File: config.mk
export PLATFORM = sky130hd
export DESIGN_NAME = acc_datapath_flat
export DESIGN_NICKNAME = d
export VERILOG_FILES = /design/src/rtl/acc_datapath_if.sv /design/src/rtl/acc_datapath.sv /design/src/flat_wrapper.sv
export SDC_FILE = /design/constraint.sdc
export NUM_CORES = 1
export LEC_CHECK = 0
export CAP_MARGIN = 10
export CORE_MARGIN = 5
export CORE_UTILIZATION = 30
export CTS_CLUSTER_DIAMETER = 200
export DETAILED_ROUTE_END_ITERATION = 6
export HOLD_SLACK_MARGIN = 0.05
export MAX_ROUTING_LAYER = met4
export PLACE_DENSITY = 0.57
export SETUP_SLACK_MARGIN = 0.02
export SLEW_MARGIN = 20
export SYNTH_ARGS = -nofsm -noshare
export SYNTH_HDL_FRONTEND = slang
export SYNTH_SLANG_ARGS = --single-unit
File: constraint.sdc
create_clock -name clk -period 2.3 [get_ports clk]
set_input_delay 0.23 -clock clk [delete_from_list [all_inputs] [get_ports clk]]
set_output_delay 0.23 -clock clk [all_outputs]
set_load 0.01 [all_outputs]
File: src/rtl/acc_datapath_if.sv
`default_nettype none
// ---------------------------------------------------------------------------
// Module   : acc_datapath_if
// Purpose  : Bundles the controller-to-datapath opcode/operand signals and the
//            datapath status/result signals of the accumulate-N block.
// Ports    : master - controller side (drives acc_ctrl, n_in, rd_data)
//            slave  - datapath side (drives rd_addr, count_judge, acc_sum,
//                     sum_valid, done_pulse, illegal_op)
// Revision : 1.0 - initial release
// ---------------------------------------------------------------------------
interface acc_datapath_if #(
  parameter int DATA_W = 8,
  parameter int CNT_W  = 5,
  parameter int SUM_W  = DATA_W + CNT_W
);
  logic [4:0]        acc_ctrl;
  logic [CNT_W-1:0]  n_in;
  logic [CNT_W-1:0]  rd_addr;
  logic [DATA_W-1:0] rd_data;
  logic              count_judge;
  logic [SUM_W-1:0]  acc_sum;
  logic              sum_valid;
  logic              done_pulse;
  logic              illegal_op;

  modport master (
    output acc_ctrl, n_in, rd_data,
    input  rd_addr, count_judge, acc_sum, sum_valid, done_pulse, illegal_op
  );

  modport slave (
    input  acc_ctrl, n_in, rd_data,
    output rd_addr, count_judge, acc_sum, sum_valid, done_pulse, illegal_op
  );
endinterface
`default_nettype wire

File: src/rtl/acc_datapath.sv
`default_nettype none
// ---------------------------------------------------------------------------
// Module   : acc_datapath
// Purpose  : Datapath for the accumulate-N controller. Decodes the 5-bit
//            opcode, keeps count / address pointer / accumulator registers,
//            returns the continue flag and presents the final sum.
// Ports    : clk   - clock, rising edge
//            rst_n - asynchronous active-low reset
//            bus   - acc_datapath_if.slave (opcode, n_in, read port, status)
// Revision : 1.0 - initial release
// ---------------------------------------------------------------------------
module acc_datapath #(
  parameter int DATA_W = 8,
  parameter int CNT_W  = 5,
  parameter int SUM_W  = DATA_W + CNT_W
) (
  input  wire logic     clk,
  input  wire logic     rst_n,
  acc_datapath_if.slave bus
);

  localparam logic [4:0] c_OP_CLEAR = 5'b00000;
  localparam logic [4:0] c_OP_LOAD  = 5'b10111;
  localparam logic [4:0] c_OP_ADD   = 5'b01111;
  localparam logic [4:0] c_OP_STEP  = 5'b10100;
  localparam logic [4:0] c_OP_HOLD  = 5'b11111;

  logic [CNT_W-1:0] r_count;
  logic [CNT_W-1:0] r_ptr;
  logic [SUM_W-1:0] r_acc;
  logic             r_sum_valid;
  logic             r_illegal;
  logic             r_hold_d;

  logic             w_is_step;
  logic             w_is_hold;
  logic             w_cnt_nz;

  assign w_is_step = (bus.acc_ctrl == c_OP_STEP);
  assign w_is_hold = (bus.acc_ctrl == c_OP_HOLD);
  assign w_cnt_nz  = (r_count != '0);

  always_ff @(posedge clk or negedge rst_n) begin
    if (!rst_n) begin
      r_count     <= '0;
      r_ptr       <= '0;
      r_acc       <= '0;
      r_sum_valid <= 1'b0;
      r_illegal   <= 1'b0;
      r_hold_d    <= 1'b0;
    end else begin
      // sum_valid is only ever set by HOLD, so any other opcode drops it
      r_sum_valid <= w_is_hold;
      r_hold_d    <= w_is_hold;
      case (bus.acc_ctrl)
        c_OP_CLEAR: begin
          r_count   <= '0;
          r_ptr     <= '0;
          r_acc     <= '0;
          r_illegal <= 1'b0;
        end
        c_OP_LOAD: begin
          r_count <= bus.n_in;
          r_ptr   <= '0;
          r_acc   <= '0;
        end
        c_OP_ADD: begin
          // count==0 suppresses the add so that N=0 yields a zero sum
          if (w_cnt_nz) begin
            r_acc <= r_acc + SUM_W'(bus.rd_data);
          end
        end
        c_OP_STEP: begin
          if (w_cnt_nz) begin
            r_count <= r_count - CNT_W'(1);
            r_ptr   <= r_ptr + CNT_W'(1);
          end
        end
        c_OP_HOLD: begin
          // all state frozen
        end
        default: begin
          r_illegal <= 1'b1;
        end
      endcase
    end
  end

  // During STEP the decrement is still pending, so "another ADD needed"
  // means the pre-decrement count is above one.
  assign bus.count_judge = w_is_step ? (r_count > CNT_W'(1)) : w_cnt_nz;
  assign bus.rd_addr     = r_ptr;
  assign bus.acc_sum     = r_acc;
  assign bus.sum_valid   = r_sum_valid;
  assign bus.done_pulse  = w_is_hold & ~r_hold_d;
  assign bus.illegal_op  = r_illegal;

endmodule
`default_nettype wire

File: src/flat_wrapper.sv
// flat-port wrapper written by rule: the top's interface ports become plain ports
module acc_datapath_flat 
#(
  parameter int DATA_W = 8,
  parameter int CNT_W  = 5,
  parameter int SUM_W  = DATA_W + CNT_W
)
  (clk, rst_n, bus_acc_ctrl, bus_n_in, bus_rd_data, bus_rd_addr, bus_count_judge, bus_acc_sum, bus_sum_valid, bus_done_pulse, bus_illegal_op);
  acc_datapath_if #(.DATA_W(DATA_W), .CNT_W(CNT_W), .SUM_W(SUM_W)) bus_i ();
  input  wire logic clk;
  input  wire logic rst_n;
  input wire logic [$bits(bus_i.acc_ctrl)-1:0] bus_acc_ctrl;
  input wire logic [$bits(bus_i.n_in)-1:0] bus_n_in;
  input wire logic [$bits(bus_i.rd_data)-1:0] bus_rd_data;
  output wire logic [$bits(bus_i.rd_addr)-1:0] bus_rd_addr;
  output wire logic [$bits(bus_i.count_judge)-1:0] bus_count_judge;
  output wire logic [$bits(bus_i.acc_sum)-1:0] bus_acc_sum;
  output wire logic [$bits(bus_i.sum_valid)-1:0] bus_sum_valid;
  output wire logic [$bits(bus_i.done_pulse)-1:0] bus_done_pulse;
  output wire logic [$bits(bus_i.illegal_op)-1:0] bus_illegal_op;
  assign bus_i.acc_ctrl = bus_acc_ctrl;
  assign bus_i.n_in = bus_n_in;
  assign bus_i.rd_data = bus_rd_data;
  assign bus_rd_addr = bus_i.rd_addr;
  assign bus_count_judge = bus_i.count_judge;
  assign bus_acc_sum = bus_i.acc_sum;
  assign bus_sum_valid = bus_i.sum_valid;
  assign bus_done_pulse = bus_i.done_pulse;
  assign bus_illegal_op = bus_i.illegal_op;
  acc_datapath #(.DATA_W(DATA_W), .CNT_W(CNT_W), .SUM_W(SUM_W)) u_core (.clk(clk), .rst_n(rst_n), .bus(bus_i));
endmodule
# == After elaboration in Yosys (flattened, before gate mapping) ==
# Cells that the tools add are included.
# op_classes
n_addsub,3
n_lt_le_gt_ge,1
n_eq_ne,6
muxes,8
n_bitwise,2
reduce_logical,10
# ops
cell,n
$pmux W13 S2,1
$eq A5 B5 Y1 const B,3
$pmux W5 S3,1
$add A13 B8 Y13,1
$mux W13,1
$mux W5,2
$pmux W5 S2,1
$reduce_and A2 Y1,3
$add A5 B1 Y5 const B,1
$eq A5 B4 Y1 const B,1
$gt A5 B1 Y1 const B,1
$logic_not A5 Y1,1
$reduce_bool A5 Y1,1
$sub A5 B1 Y5 const B,1
$reduce_bool A2 Y1,2
$reduce_or A4 Y1,1
$reduce_bool A3 Y1,1
$ne A2 B1 Y1 const B,1
$ne A2 B2 Y1 const B,1
$pmux W1 S2,1
$reduce_or A2 Y1,1
$and A1 B1 Y1,1
$mux W1,1
$not A1 Y1,1
# word_totals
register_bits,25
input_bits,20
out_inout_bits,22
word_cells,35

# == Depth between registers and ports, before layout ==
# Gate-level depths: netlist of the first run.
# logic_depth
depth_word,4
ltp_mapped,8
depth_no_buf,8

# == Least setup slack after synthesis of the first run ==
# No wires, ideal clock.
# synth_timing
path_kind,register to register
startpoint,register u_core.r_count[0]
endpoint,"register u_core.r_acc[11], in the netlist u_core.bus.acc_sum[11]"
setup_ps,78
t_arrival_ps,1912
required_time_ps,2222
path_slack_ps,311
path_stages_with_launch,8
n_path_buf,0
period_less_slack_ps,1989
cell_sequence,dfrtp_1 -> inv_1 -> ha_1 -> nor4b_2 -> nor4b_4 -> o21ai_2 -> or4_1 -> a21oi_1
# synth_between
elab_chain_cells,3
# synth_lines
element,line_no,rtl
"start, declared",acc_datapath.sv:28,logic [CNT_W-1:0] r_count;
"start signal, assigned",acc_datapath.sv:63,r_count <= bus.n_in;
"start signal, assigned",acc_datapath.sv:75,r_count <= r_count - CNT_W'(1);
$reduce_bool A5 Y1,acc_datapath.sv:41,assign w_cnt_nz = (r_count != '0);
$ne A2 B1 Y1 (no line),--,
$reduce_and A2 Y1 (no line),--,
"end signal, assigned",acc_datapath.sv:70,r_acc <= r_acc + SUM_W'(bus.rd_data);
"end, declared",acc_datapath.sv:30,logic [SUM_W-1:0] r_acc;
# Every way passes these cells.
# A chain may end at the register's enable or synchronous reset.

# == Final worst setup path of the first run ==
# layout_timing
startpoint,input port bus_acc_ctrl[0]
endpoint,output port bus_count_judge
# layout_between
elab_chain_cells,2
# layout_lines
element,line_no,rtl
"start, declared",flat_wrapper.sv:12,input wire logic [$bits(bus_i.acc_ctrl)-1:0] bus_acc_ctrl;
$eq A5 B5 Y1,acc_datapath.sv:39,assign w_is_step = (bus.acc_ctrl == c_OP_STEP);
$mux W1,acc_datapath.sv:91,assign bus.count_judge = w_is_step ? (r_count > CNT_W'(1)) : w_cnt_nz;
"end, declared",flat_wrapper.sv:16,output wire logic [$bits(bus_i.count_judge)-1:0] bus_count_judge;
# Every way passes these cells.

==> run summary, run 1 <==
After legalization and detailed placement, the total HPWL measured 3.01 mm. The routed design has 3.87 mm of wire. The detail route stage leaves a number of antenna-violating nets equal to 0. The total of warnings raised by yosys was 0.

Setup repair after global routing left no endpoint under its margin. The tools report the sequential area share after synthesis as 0.393. The tools report the number of DRC violations after detailed-routing iteration 0 as 44. The congestion estimate from routability-driven global placement came to 0.829. At the pin with the least slew margin, the transition time is 0.597 ns. The number of sinks handled by clock tree synthesis is 25, and the remaining routing DRC violations is 0.

The critical path contains buffers and inverters numbering 2 combined. The clock transition at the registers of the reported paths was 0.09 ns. The maximum fanout encountered on the critical timing path is 2, and the average via count per standard cell is 4.82. After detailed placement, the design holds a cell count of 293.

The number of nets in the synthesized netlist is 196. The horizontal extent of the die works out to 82.8 µm. The synthesized design contains 0 enable-type register cells. The post-cts hold buffer count was 0. The proportion of register bits with asynchronous set or reset after synthesis was 1.00. The run gives 0.181 as the met2 routing resource usage after global routing. Synthesis handed over a netlist of 164 instances. The core region is 5140 µm².

The count of endpoints failing hold in the final timing report was 0. Setup slack on the worst reg-to-reg path comes out at 0.16 ns. The mapped netlist covers 1590 µm². The number of placement rows was 26.

The run finished with clean final reports. The signal on the critical path passes through clkdlybuf4s50_1, nor3_2, nor2b_4, nor2_1, or4b_2, clkbuf_2. Setup violations remaining at the end of the flow were counted as 0. The initial core utilization is 0.309, and the met3 track utilization from global routing is 0.0149. The overall track demand over capacity in global routing came out at 0.115. Leaving out fill and tap cells, the most frequent cells in the layout are clkdlybuf4s50_1, dfrtp_1, buf_4, nor2_1. The number of H-tree branching levels came out at 1. Counting flops and latches in the post-synthesis netlist gives 25. The number of antenna violations at the first check in global routing was 0; the mean cell area of the mapped netlist was 9.70 µm². For this run, the post-layout net count is 262. The number of global-route vias before repair is 1,425, and the via count is 1,441.

The die covers 6860 µm². The element type at the critical path end was a primary output. The count of final max-slew check failures was 0.

For the number of unique standard cell types used by synthesis, the log shows 42. The post-route core utilization is 0.447, and the global route total overflow is 0. The static leakage power was 0.00101 µW; the maximum clock path buffer count was 2. For this run, the detailed router's first-pass iteration total came to 4. The met1 routing resource usage after global routing came out at 0.155. The tools report the root buffer cell as clkbuf_8. From bottom edge to top edge, the die measures 82.8 µm.

The tools report the critical path startpoint category as a primary input. The arrival time at the worst endpoint is 1.92 ns, and the layout overhead on the synthesized area is 44.5%. The leading cell type in the layout, fill and taps excluded was clkdlybuf4s50_1.

The finished layout holds 299 standard cells, fillers aside. The post-route worst hold slack is 0.324 ns, and the number of max-cap violations is 0. The tools report the clock latency on the worst-skew pair as 0.27 ns. The first global-routing pass estimated 6.57 mm of wire. 42 I/O pins were placed. After detailed routing, the average wire length per cell comes to 13.0 µm.

The cell with the largest stage delay on the worst path is or4b_2. The clock arrives with 0.00373 ns of skew. Share of the clock period used by the worst path after layout: 0.935.

The cell family with the largest share of critical-path delay was simple AND/OR/NAND/NOR gates. Timing-limited maximum frequency: 0.465 GHz. The run gives 0.600 as the worst max-slew margin expressed relative to the limit. The run gives 0 as the diode insertion count for antenna repair. VDD sags by at most 0.210 mV. Fraction of layout cells with a size suffix above 1: 0.170. For this design the ratio of total power to cell area is 580 nW/µm². The type of the most critical hold path was primary input to asynchronous set/reset pin.

TritonCTS built the clock tree. On the worst path, the slowest cell contributes a delay of 0.65 ns. The worst endpoint required time is 2.07 ns. Layer with the highest usage: met2. The dominant synthesized flop cell was dfrtp_1. After layout, the minimum clock period comes to 2.15 ns. Input and output buffers added on the ports amount to 41.

Clock tree synthesis inserted a total of 3 buffers. The worst setup path is of the primary input to primary output kind. Entering global routing, the biggest net connects 26 pins.
-- cell usage after synthesis (all sizes together), types with 3 or more instances --
library cell,number,share of area
o21ai,13,0.043
a21oi,9,0.028
nand2,12,0.028
nor4b,3,0.030
nor3b,3,0.014
a211oi,4,0.019
a22o,10,0.055
nor2,20,0.047
xnor2,4,0.022
dfrtp,25,0.39
inv,7,0.017
xor2,3,0.017
ha,11,0.087
nand3,5,0.019
mux2i,3,0.019
nor3,4,0.013
-- cells by family (layout without fill, tap and decap cells) --
family,after synthesis,after routing,synth area share
multiplexers,4,4,0.0260
flip-flops,25,25,0.393
AND/OR/NAND/NOR,57,57,0.197
AO/OA/AOI/OAI,50,50,0.220
buffers and inverters,9,74,0.0268
XOR/XNOR,7,7,0.0386
adder cells (fa/ha/maj),12,12,0.0991
-- final cells by class --
cell class | count | area [µm²]
Fill cell | 554 | 2840
Multi-Input combinational cell | 130 | 941
Sequential cell | 25 | 626
Timing Repair Buffer | 63 | 571
Tap cell | 70 | 87.6
Clock buffer | 3 | 41.3
Inverter | 7 | 26.3
Clock inverter | 1 | 5.00
-- per-layer routing --
metal,up-vias,share of wire,wire [µm]
met3,2,0.032,124
met2,25,0.46,1770
met5,-,0,0
met4,0,0.0093,36
met1,672,0.50,1940
li1,742,-,-
-- report_power, final --
part	internal (µW)	switching, µW
Clock	121	144
Combinational	282	247
Sequential	491	47.1
-- through the flow --
stage	total power [µW]	instance area [µm²]	setup WS, ns	TNS, ns
floorplan	845	1590	0.311	0
global placement	1070	2220	-0.245	-0.689
detailed placement	1080	2220	-0.274	-1.56
CTS	1350	2280	0.0514	0
global route	1440	2300	0.0320	0
finish	1330	2300	0.149	0
-- what timing repair did --
action                                  in CTS  in global routing
gates resized for setup                      4                  4
endpoints found under the setup margin       1                  9
cloned                                       0                  0
buffers inserted                             0                  2
pin swaps                                    1                  2
-- worst paths after layout --
path / cells past startpoint / to / start
worst max-delay path: 6 / bus_count_judge / bus_acc_ctrl[0]
worst max register to register: 8 / u_core.bus.acc_sum[11]$_DFFE_PN0P_ / u_core.r_count[1]$_DFFE_PN0P_
min in group clk: 1 / u_core.bus.acc_sum[12]$_DFFE_PN0P_ / u_core.bus.acc_sum[12]$_DFFE_PN0P_
max in group asynchronous: 2 / u_core.bus.acc_sum[7]$_DFFE_PN0P_ / rst_n
worst min-delay path: 2 / u_core.bus.illegal_op$_DFFE_PN0N_ / rst_n
worst min register to register: 1 / u_core.bus.acc_sum[12]$_DFFE_PN0P_ / u_core.bus.acc_sum[12]$_DFFE_PN0P_
-- state kept, by name, indices dropped and copies added (netlist names) --
register / count
u_core.bus.illegal_op: 1
u_core.bus.rd_addr: 5
u_core.r_count: 5
u_core.bus.acc_sum: 13
u_core.bus.sum_valid: 1
Note: power is estimated with default switching activity, not from simulation.
==> run 2, diff against run 1 <==
Settings changed: CORE_UTILIZATION 30 to 48, PLACE_DENSITY 0.57 to 0.82.
==> run 2 against run 1 <==
Routed wire length is 3.5% higher. Power is 2.3% lower. Sequential power hardly changed. Largest power group is now combinational cells. Highest routed layer unchanged.
==> run summary, run 2 (synthesis gave the netlist of run 1 again) <==
The flow ran to the end, and the final reports show no timing, DRC or antenna violations. The number of sinks handled by clock tree synthesis was 25. The fraction of power spent switching nets works out to 0.358. Prior to clock tree synthesis, the placed netlist has a worst setup slack of -0.219 ns.

The part of the power in combinational logic came out at 0.416. The fraction of layout cells with a size suffix above 1 works out to 0.161. The element type at the critical path end was a primary output. The remaining routing DRC violations came out at 0. The clock latency on the worst-skew pair is 0.34 ns. The library cell used most frequently in the layout, excluding fill and tap cells, is clkdlybuf4s50_1.

42 I/O pins were placed. Leaving out fill and tap cells, the most frequent cells in the layout are clkdlybuf4s50_1, dfrtp_1, nor2_1, buf_4. The power share of the sequential group came out at 0.415. Cell with the largest stage delay on the worst path: or4b_2.

Entering global routing, the biggest net connects 26 pins. The final setup slack of the worst path is 0.165 ns, and the post-route worst hold slack is 0.234 ns. For the worst max-slew margin expressed relative to the limit, the log shows 0.611.

On the worst path, the slowest cell contributes a delay of 0.64 ns. Across all register-to-register paths, the minimum setup slack is 0.26 ns. The number of antenna violations at the first check in global routing was 0. The chip height is 67.6 µm, and the count of endpoints failing hold in the final timing report is 0. For this run, the post-layout net count is 257. The average via count per standard cell works out to 5.57.

The actual transition at the worst max-transition pin was 0.582 ns; the area of combinational cells with multiple inputs was 950 µm². The run gives 0.169 as the clock group share of total power. The worst hold path belongs to the class primary input to asynchronous set/reset pin. Data arrives at the worst endpoint at 1.90 ns.

Data on the critical path is required at its endpoint by 2.07 ns. The tools report the root buffer cell as clkbuf_4. The analysis attributes to cell leakage a power of 0.000968 µW. The routed design has 4.01 mm of wire. The first global-routing pass estimated 6.60 mm of wire. Dividing total power by cell area gives a power density of 586 nW/µm². Clock transition at the registers of the reported paths: 0.16 ns. Summed over all layers, the global routing overflow is 0. The worst-case IR drop observed on VDD is 0.297 mV. The horizontal extent of the die came out at 67.6 µm. Layout overhead on the synthesized area: 39.7%. The summed area of non-filler cells in the final layout was 2220 µm²; the diode insertion count for antenna repair was 0. The number of H-tree branching levels was 1. The via count was 1,505; the number of DRC violations after detailed-routing iteration 0 was 88.

The share of the clock period used by the worst path after layout works out to 0.928. The first TritonRoute pass finished after 4 iterations. The detail route stage leaves a number of antenna-violating nets equal to 0. No sink is reached through more buffers than the 2 on the longest clock path. Routability-driven placement finished with a final weighted congestion of 0.864. After detailed routing, the average wire length per cell comes to 14.9 µm.

The final critical delay including setup and external delays is 2.13 ns. The number of flip-flops in the largest register was 13. The cell family with the largest share of critical-path delay is simple AND/OR/NAND/NOR gates.

TritonCTS built the clock tree. For this design, the CTS-stage hold fixing added 0 buffers. In this run the standard cell core region covers 3280 µm².

The signal on the critical path passes through clkdlybuf4s50_1, nor3_2, nor2b_2, nor2_1, or4b_2, clkbuf_2. Setup violations remaining at the end of the flow were counted as 0. Critical path startpoint category: a primary input. Number of global-route vias before repair: 1,494. The number of inserted filler cells in the final layout is 277, and the worst clock skew is 0.0102 ns.

Of all nets on the critical path, the largest fanout is 2. For this run, the top clock speed supported by timing is 0.468 GHz. The count of final max-slew check failures was 0. The internal portion of the total power is 836 µW. Summing all placed instances gives a cell area of 2160 µm². By startpoint and endpoint, the worst setup path is classified as primary input to primary output. Setup repair after global routing left no endpoint under its margin. For this design the total switching power over the nets is 465 µW.

The run gives 0 as the number of max-cap violations. The count of buffering cells on the critical path with inverters included was 2; the overall track demand over capacity in global routing was 0.192. The run gives 4560 µm² as the die outline area. The area used by sequential logic in the layout is 626 µm².

The number of clock buffers added by TritonCTS is 3. The run gives 3.09 mm as the detailed-placement wirelength estimate. The initial core utilization was 0.484; the number of port buffers was 41.

The tools report the number of placement rows as 21.
run 2: layer usage:
metal	part of all wire	track usage	routed length, µm	up-vias
met5	0	-	0	-
met4	0.0082	0.0481	33	0
met3	0.042	0.0250	169	4
met2	0.51	0.344	2030	41
met1	0.44	0.224	1780	727
li1	-	-	-	733
run 2: metrics by stage:
step	power (µW)	instances	TNS, ns	utilization
4_1_cts	1300	270	0	0.676
2_1_floorplan	845	164	0	-
3_3_place_gp	1040	265	-0.222	0.658
3_5_place_dp	1060	265	-0.269	0.658
6_report	1300	270	0	0.677
5_1_grt	1380	270	0	0.677
run 2: final timing paths:
check / startpoint / cells past startpoint / end
max in group asynchronous: rst_n / 2 / u_core.r_count[1]$_DFFE_PN0P_
setup / recovery: bus_acc_ctrl[3] / 6 / bus_count_judge
setup reg to reg: u_core.bus.acc_sum[0]$_DFFE_PN0P_ / 8 / u_core.bus.acc_sum[10]$_DFFE_PN0P_
hold reg to reg: u_core.bus.acc_sum[12]$_DFFE_PN0P_ / 1 / u_core.bus.acc_sum[12]$_DFFE_PN0P_
hold / removal: rst_n / 2 / u_core.bus.acc_sum[4]$_DFFE_PN0P_
min in group clk: u_core.bus.acc_sum[12]$_DFFE_PN0P_ / 1 / u_core.bus.acc_sum[12]$_DFFE_PN0P_
run 2: final cells by class:
class	count	area share
clock buffers	3	0.0101
multi-input cells	130	0.427
flip-flops and latches	25	0.282
repair buffers	58	0.240
well taps	46	0.0259
inverters	7	0.0118
clock inverters	1	0.00338
run 2: what timing repair did:
item,in CTS,in global routing
pin swaps,1,0
endpoints found under the setup margin,8,10
gates resized for setup,7,3
setup buffers,1,0
run 2: power groups by stage:
| stage | clock, µW | sequential, µW | combinational [µW] |
|---|---|---|---|
| floorplan | 0 | 559 | 286 |
| global placement | 0 | 546 | 496 |
| detailed placement | 0 | 550 | 514 |
| CTS | 226 | 539 | 536 |
| global route | 240 | 546 | 597 |
| finish | 220 | 540 | 542 |
